**config.mk**
```make
export PLATFORM = sky130hd
export DESIGN_NAME = load_data_ctr
export DESIGN_NICKNAME = d
export VERILOG_FILES = /design/src/rtl/load_data_ctr_pkg.sv /design/src/rtl/load_data_ctr_align.sv /design/src/rtl/load_data_ctr.sv
export SDC_FILE = /design/constraint.sdc
export NUM_CORES = 1
export LEC_CHECK = 0
export ABC_AREA = 1
export ABC_CLOCK_PERIOD_IN_PS = 3400
export BUFFER_PORTS_ARGS = -buffer_cell sky130_fd_sc_hd__buf_4
export CAP_MARGIN = 20
export CORE_UTILIZATION = 50
export CTS_CLUSTER_DIAMETER = 30
export DETAILED_ROUTE_END_ITERATION = 8
export GPL_TIMING_DRIVEN = 0
export PLACE_DENSITY = 0.78
export SYNTH_ARGS = -nofsm -noshare
export SYNTH_HDL_FRONTEND = slang
export SYNTH_HIERARCHICAL = 1
export SYNTH_SLANG_ARGS = --single-unit
```
**constraint.sdc**
```tcl
create_clock -name clk -period 3.4 [get_ports clk]
set_clock_uncertainty 0.15 [all_clocks]
set_input_delay 0.34 -clock clk [delete_from_list [all_inputs] [get_ports clk]]
set_output_delay 0.34 -clock clk [all_outputs]
set_load 0.005 [all_outputs]
```
**src/rtl/load_data_ctr_pkg.sv**
```systemverilog
// Shared load-side definitions: opcode encodings, address regions, FSM states.
package load_data_ctr_pkg;

    localparam logic [5:0] OP_LB  = 6'h20;
    localparam logic [5:0] OP_LH  = 6'h21;
    localparam logic [5:0] OP_LW  = 6'h23;
    localparam logic [5:0] OP_LBU = 6'h24;
    localparam logic [5:0] OP_LHU = 6'h25;
    localparam logic [5:0] OP_SB  = 6'h28;
    localparam logic [5:0] OP_SW  = 6'h2b;

    typedef enum logic [1:0] {
        REG_NONE,
        REG_DMEM,
        REG_IO
    } region_t;

    typedef enum logic [1:0] {
        S_IDLE,
        S_DMEM_WAIT,
        S_IO_WAIT,
        S_DONE
    } state_t;

    function automatic logic is_load(input logic [5:0] op);
        return (op == OP_LB) || (op == OP_LBU) || (op == OP_LH) ||
               (op == OP_LHU) || (op == OP_LW);
    endfunction

    // DMEM = 4'b0zz1, IO = 4'b1zzz
    function automatic region_t region_of(input logic [3:0] top);
        if (top[3])
            return REG_IO;
        else if (top[0])
            return REG_DMEM;
        else
            return REG_NONE;
    endfunction

    function automatic logic misaligned(input logic [5:0] op,
                                        input logic [1:0] off);
        return (((op == OP_LH) || (op == OP_LHU)) && off[0]) ||
               ((op == OP_LW) && (off != 2'b00));
    endfunction

endpackage

```
**src/rtl/load_data_ctr_align.sv**
```systemverilog
// Big-endian byte/halfword select with zero/sign extension.
module load_align
    import load_data_ctr_pkg::*;
(
    input  logic [5:0]  opcode,
    input  logic [1:0]  offset,
    input  logic [31:0] word,
    output logic [31:0] result
);

    logic [7:0]  bsel;
    logic [15:0] hsel;

    always_comb begin
        bsel = 8'h00;
        unique case (offset)
            2'd0: bsel = word[31:24];
            2'd1: bsel = word[23:16];
            2'd2: bsel = word[15:8];
            2'd3: bsel = word[7:0];
            default: bsel = 8'h00;
        endcase
        hsel = offset[1] ? word[15:0] : word[31:16];
    end

    always_comb begin
        result = word;
        unique case (1'b1)
            (opcode == OP_LB):  result = {{24{bsel[7]}}, bsel};
            (opcode == OP_LBU): result = {24'h0, bsel};
            (opcode == OP_LH):  result = {{16{hsel[15]}}, hsel};
            (opcode == OP_LHU): result = {16'h0, hsel};
            default:            result = word;
        endcase
    end

endmodule

```
**src/rtl/load_data_ctr.sv**
```systemverilog
// MEM-stage load controller: latency tracking, stall, aligned registered result.
// Optional LOAD_MISALIGN_TRAP_EN adds the load_misalign flag and zeroes bad loads.
module load_data_ctr
    import load_data_ctr_pkg::*;
#(
    parameter int DMEM_LATENCY = 1,
    parameter int IO_TIMEOUT   = 255
) (
    input  logic        clk,
    input  logic        rst,
    input  logic        req_valid,
    input  logic [5:0]  opcode,
    input  logic [31:0] addr,
    input  logic [31:0] dmem_rdata,
    input  logic [31:0] io_rdata,
    input  logic        io_ready,
    output logic        io_req,
    output logic        stall,
    output logic        load_valid,
`ifdef LOAD_MISALIGN_TRAP_EN
    output logic        load_misalign,
`endif
    output logic [31:0] load_data
);

    localparam logic [7:0] DM_LAST = 8'(DMEM_LATENCY - 1);
    localparam logic [7:0] IO_LAST = 8'(IO_TIMEOUT - 1);

    state_t      state, state_n;
    logic [7:0]  cnt, cnt_n;
    logic [5:0]  op_q;
    logic [1:0]  off_q;
    logic        accept;
    logic        sample;
    logic [31:0] word_n;
    logic [5:0]  al_op;
    logic [1:0]  al_off;
    logic [31:0] al_res;
    logic        unused_addr;

    assign unused_addr = ^addr[27:2];
    assign accept = req_valid && (state == S_IDLE) && is_load(opcode);

    // Zero-latency NONE loads align straight off the request inputs.
    assign al_op  = (state == S_IDLE) ? opcode : op_q;
    assign al_off = (state == S_IDLE) ? addr[1:0] : off_q;

    load_align u_align (
        .opcode (al_op),
        .offset (al_off),
        .word   (word_n),
        .result (al_res)
    );

    always_comb begin
        state_n = state;
        cnt_n   = cnt;
        sample  = 1'b0;
        word_n  = 32'h0;
        unique case (state)
            S_IDLE: begin
                cnt_n = 8'h0;
                if (accept) begin
                    unique case (region_of(addr[31:28]))
                        REG_DMEM: state_n = S_DMEM_WAIT;
                        REG_IO:   state_n = S_IO_WAIT;
                        default: begin
                            state_n = S_DONE;
                            sample  = 1'b1;
                        end
                    endcase
                end
            end
            S_DMEM_WAIT: begin
                if (cnt == DM_LAST) begin
                    state_n = S_DONE;
                    sample  = 1'b1;
                    word_n  = dmem_rdata;
                end else begin
                    cnt_n = cnt + 8'd1;
                end
            end
            S_IO_WAIT: begin
                if (io_ready) begin
                    state_n = S_DONE;
                    sample  = 1'b1;
                    word_n  = io_rdata;
                end else if (cnt == IO_LAST) begin
                    state_n = S_DONE;
                    sample  = 1'b1;
                end else begin
                    cnt_n = cnt + 8'd1;
                end
            end
            S_DONE: state_n = S_IDLE;
            default: state_n = S_IDLE;
        endcase
    end

    always_ff @(posedge clk) begin
        if (rst) begin
            state <= S_IDLE;
            cnt   <= 8'h0;
            op_q  <= 6'h0;
            off_q <= 2'b00;
        end else begin
            state <= state_n;
            cnt   <= cnt_n;
            if (accept) begin
                op_q  <= opcode;
                off_q <= addr[1:0];
            end
        end
    end

`ifdef LOAD_MISALIGN_TRAP_EN
    logic mis;
    assign mis = misaligned(al_op, al_off);

    always_ff @(posedge clk) begin
        if (rst) begin
            load_data     <= 32'h0;
            load_misalign <= 1'b0;
        end else begin
            load_misalign <= sample && mis;
            if (sample)
                load_data <= mis ? 32'h0 : al_res;
        end
    end
`else
    always_ff @(posedge clk) begin
        if (rst)
            load_data <= 32'h0;
        else if (sample)
            load_data <= al_res;
    end
`endif

    assign io_req     = (state == S_IO_WAIT);
    assign load_valid = (state == S_DONE);
    assign stall      = (state == S_DMEM_WAIT) || (state == S_IO_WAIT) || accept;

endmodule
```
[Word level (Yosys, flattened, before mapping)]
Cells that the tools add are included.
Word-level totals
  word-level logic and storage cells: 73
  input port bits: 106
  register bits: 50
  output and inout bits: 35
Operators by class
  muxes and demuxes: 28
  add/sub/neg operators: 1
  reduce and logical (&&, ||, !) cells: 15
  equality and inequality tests: 24
Operators with widths (count)
  $pmux 32 s4: 1
  $mux 32: 2
  $pmux 32 s2: 1
  $eq 6x6->1 const B: 9
  $pmux 8 s4: 1
  $mux 8: 3
  $pmux 8 s3: 1
  $mux 16: 1
  $mux 2: 8
  $eq 2x2->1 const B: 5
  $ne 2x2->1 const B: 5
  $add 8x1->8 const B: 1
  $eq 8x8->1 const B: 1
  $logic_not 8->1: 1
  $pmux 2 s4: 1
  $eq 2x1->1 const B: 3
  $logic_or 1x1->1: 6
  $mux 1: 6
  $mux 6: 1
  $logic_not 2->1: 2
  $pmux 2 s2: 1
  $reduce_and 4->1: 1
  $ne 3x2->1 const B: 1
  $pmux 1 s3: 1
  4 further kinds: 5

[Longest topological paths before layout]
  depth in word-level cells: 13
  gate-level depth with buffers: 20
  mapped depth without buffers: 16

[Hierarchy]
The synthesis kept the hierarchy.
By module, submodules not included
  load_data_ctr: seq. area each 1001.0 um2, cells each 508, times used 1, area an instance 3125.5 um2
  load_align: seq. area each 0.0 um2, cells each 188, times used 1, area an instance 1041.0 um2

[Least setup slack after synthesis]
OpenSTA, ideal clock, no wires.
  kind: register to register
  start: reg state[0]
  end: reg load_data[16]
  path slack: 894 ps
  required time: 3186 ps
  stages on the path, launching flop included: 15
  data arrival time: 2292 ps
  setup time: 64 ps
  buffers on the path: 2
  period minus slack after synthesis: 2506 ps
  path through: dfxtp_1 > inv_1 > ha_1 > clkbuf_1 > inv_1 > o21ai_0 > inv_2 > nor2_4 > nand4_4 > buf_6 > nand3_2 > inv_1 > nand3_1 > nand2_1 > nor2_1
On the way
  elaborated cells on any way between the ends: 21
  those cells by class: eq/ne: 9; mux: 8; reduce/logical: 4
RTL lines
  start: declaration: RTL line load_data_ctr.sv:29  | state_t state, state_n;
  start signal: assignment: RTL line load_data_ctr.sv:107  | state <= state_n;
  $logic_not 2->1 *: RTL line load_data_ctr.sv:45  | assign al_op = (state == S_IDLE) ? opcode : op_q;
  $mux 6 *: RTL line load_data_ctr.sv:45
  net al_op[0]: RTL line load_data_ctr.sv:36  | logic [5:0] al_op;
  $eq 6x6->1, on equally long branches
  $pmux 32 s4 *: RTL line load_data_ctr_align.sv:28  | unique case (1'b1)
  net al_res[16]: RTL line load_data_ctr.sv:38  | logic [31:0] al_res;
  end signal: assignment: RTL line load_data_ctr.sv:135  | load_data <= al_res;
  end: declaration: RTL line load_data_ctr.sv:23  | output logic [31:0] load_data
Mark *: on every way through the listed nets, which the timed path passes. The rest lies on a longest branch.
A chain may end at the register's enable or synchronous reset.

[Final worst setup path]
  start: reg state[1]
  end: reg load_data[11]
On the way
  elaborated cells on any way between the ends: 21
  those cells by class: eq/ne: 9; mux: 8; reduce/logical: 4
RTL lines
  $eq 2x2->1 or $eq 2x1->1 (tied branches): RTL line load_data_ctr.sv:60  | unique case (state)
  $pmux 32 s2 *: RTL line load_data_ctr.sv:60
  net word_n[23]: RTL line load_data_ctr.sv:35  | logic [31:0] word_n;
  $pmux 8 s4 *: RTL line load_data_ctr_align.sv:16  | unique case (offset)
  $pmux 32 s4 *: RTL line load_data_ctr_align.sv:28
  net al_res[11]: RTL line load_data_ctr.sv:38
Marked as above.

==> out/qor.csv <==
metric,value,unit
syn_inst,696,
fin_crit_sh,0.8819,
cts.sinks,50,
finalMaxSlewViolations,0,
ant_nets,0,
synthMuxAreaShare,0,
required,3.49,ns
rsz0062_at_grt,no,
cts_buffers,5,
synth_top_area_frac,0.2402,
syn_area,4166,um^2
power.density,743.9,nW/um^2
path_max_fanout,10,
synth_fp_nets,810,
synth_adder_area_share,0.02402,
synth-compound-area-share,0.1192,
finalPower,0.003877,W
dp_hpwl,10210,um
avgRoutedWirePerCell,13.76,um
synth-simple-area-share,0.4760,
post_cts_resized,0,
cp.arrival,3.09,ns
internal_power,0.001999,W
setup_violations,0,
drive_above_1_share,0.2371,
setup_slack,0.4015,ns
synth.avg_cell_area,5.986,um^2
cts-root-buf,clkbuf_8,
sw_frac_of_total,0.4843,
outcome,completed,
layout.nets,928,
clock_latency,0.31,ns
power_frac_comb,0.670,
p_switching,0.001877,W
grt_pass1_vias,4471,
synth_xor_area_frac,0.008408,
die_area,8702,um^2
grt_use_total,0.2968,
wl,12600,um
p_leak,2.544,nW
ys_types,31,
netlist_top_cells_area,"dfxtp_1 24%, nand2_1 15%, nand3_1 11%",
maxCapViolations,0,
ys_ff_latch,50,
tightest_slew,0.6841,ns
io_pins,141,
antenna_found_initial,0,
start_kind,flop,
drtPass1Iterations,7,
cts_post_setup_buffers_inserted,0,
grt_pass1_wl,20340,um
yosys.area.top_type,dfxtp_1,
crit_type,flop to flop,
placed_area,5127,um^2
yosysSeqAreaShare,0.2402,
port_buffers,111,
die_w,93.29,um
gp_congestion,0.8877,
end_kind,flop,
r2r_slack,0.40,ns
cts-hold-fix-buffers,0,
dpl_worst_slack,0.2868,ns
syn2layout_area_growth,25.08,%
grt-ovfl-total,0,
first_iter_violations,259,
synth_top_family_by_area,simple AND/OR/NAND/NOR gates,
tns,0,ns
start_util,0.5282,
hold_path.class,input port to flop,
htreeDepth,2,
vias,4820,
seqPwrFrac,0.238,
clk_pin_slew_worst_paths,0.10,ns
peakVddDrop,0.4279,mV
fin_crit,2.998,ns
yosys_warnings,6,
cts_tree,built,
hold_viol_final,0,
whs,0.1356,ns
drc,0,
antenna_cells,0,
power_frac_clock,0.091,
postLayoutCellArea,5211,um^2
timing.fmax,333.5,MHz
clockBufferDepth,2,
timing.slew.headroom,0.5439,
core_area,7888,um^2
via_per_inst,5.262,
fp-row-count,32,
grt_max_degree,16,
die_h,93.29,um
-- synth_stat cells --
library cell / number
nor2_1: 89
buf_2: 5
clkinv_1: 1
or2_2: 15
nand3_4: 2
nand4_4: 1
xor2_1: 2
o21ai_0: 15
dfxtp_1: 50
nand3_2: 24
buf_6: 11
nor3_1: 1
inv_2: 3
buf_1: 7
nor4_4: 1
xnor2_1: 2
and2_1: 1
buf_4: 2
ha_1: 8
a21oi_1: 81
nand3_1: 89
nor2_2: 3
nand2_2: 5
nand2_1: 172
or2_1: 1
inv_1: 72
nor2_4: 2
nand4_1: 9
clkbuf_1: 20
o21a_1: 1
o21ai_2: 1
-- cell usage in the layout (no fill, tap or decap), drive strengths merged --
cell type / n
o21a: 1
nor4: 1
nor2: 94
clkinv: 1
xnor2: 2
nand3: 115
nor3: 1
o21ai: 16
xor2: 2
and2: 1
nand4: 10
buf: 136
a21oi: 81
nand2: 177
dfxtp: 50
clkinvlp: 2
or2: 16
ha: 8
clkbuf: 25
inv: 75
-- area by class of cell --
class	instances	area, um^2
buffer	45	265.3
multi-input combinational	525	2615
clock inverter	2	15.01
inverter	76	285.3
tap	102	127.6
sequential	50	1001
fill	759	2676
timing repair buffer	111	833.3
clock buffer	5	68.82
-- sequential cells by signal, indices dropped and copies added, names as in the netlist --
name       flops
load_data     32
op_q           6
cnt            8
state          2
off_q          2
-- per-stage QoR --
stage | std cells | util
6_report | 916 | 0.6607
5_1_grt | 916 | 0.6607
4_1_cts | 916 | 0.6607
3_5_place_dp | 909 | 0.6501
3_3_place_gp | 909 | 0.6501
2_1_floorplan | 696 | -
-- layer usage --
metal	share of wire	GRT usage
met1	0.42	0.3558
met2	0.49	0.5386
met3	0.051	0.02846
met4	0.034	0.1205
met5	0	0
-- kinds of logic (layout without fill, tap and decap cells) --
logic type,count (synthesis),in the layout
AO/OA/AOI/OAI,98,98
AND/OR/NAND/NOR,415,415
XOR/XNOR,4,4
buffers and inverters,121,239
flip-flops,50,50
adder cells (fa/ha/maj),8,8
-- critical path, cell delays in order (launching register included) --
cell,delay [ns]
dfxtp_1,0.35
inv_1,0.11
ha_1,0.15
clkbuf_1,0.30
buf_1,0.44
nand3_1,0.14
a21oi_1,0.40
nand3_2,0.12
nand2_1,0.07
inv_1,0.05
nand2_2,0.06
nand3_4,0.10
buf_6,0.18
nand3_2,0.07
inv_1,0.04
nand3_1,0.07
nand2_1,0.05
nor2_1,0.09
-- worst paths after layout --
path / startpoint / cells past startpoint / end
setup / recovery: state[1] / 17 / load_data[11]
hold reg to reg: op_q[3] / 2 / op_q[3]
setup reg to reg: state[1] / 17 / load_data[11]
hold / removal: addr[1] / 3 / off_q[1]
-- power groups by stage --
stage	Clock, W	Combinational (W)	Sequential [W]
after floorplan	0	0.00173	0.000946
after global placement	0	0.00253	0.000928
after detailed placement	0	0.00257	0.000938
after CTS	0.000360	0.00258	0.000926
after global routing	0.000380	0.00293	0.000952
final	0.000354	0.00260	0.000924
Note: power is estimated with default switching activity, not from simulation.
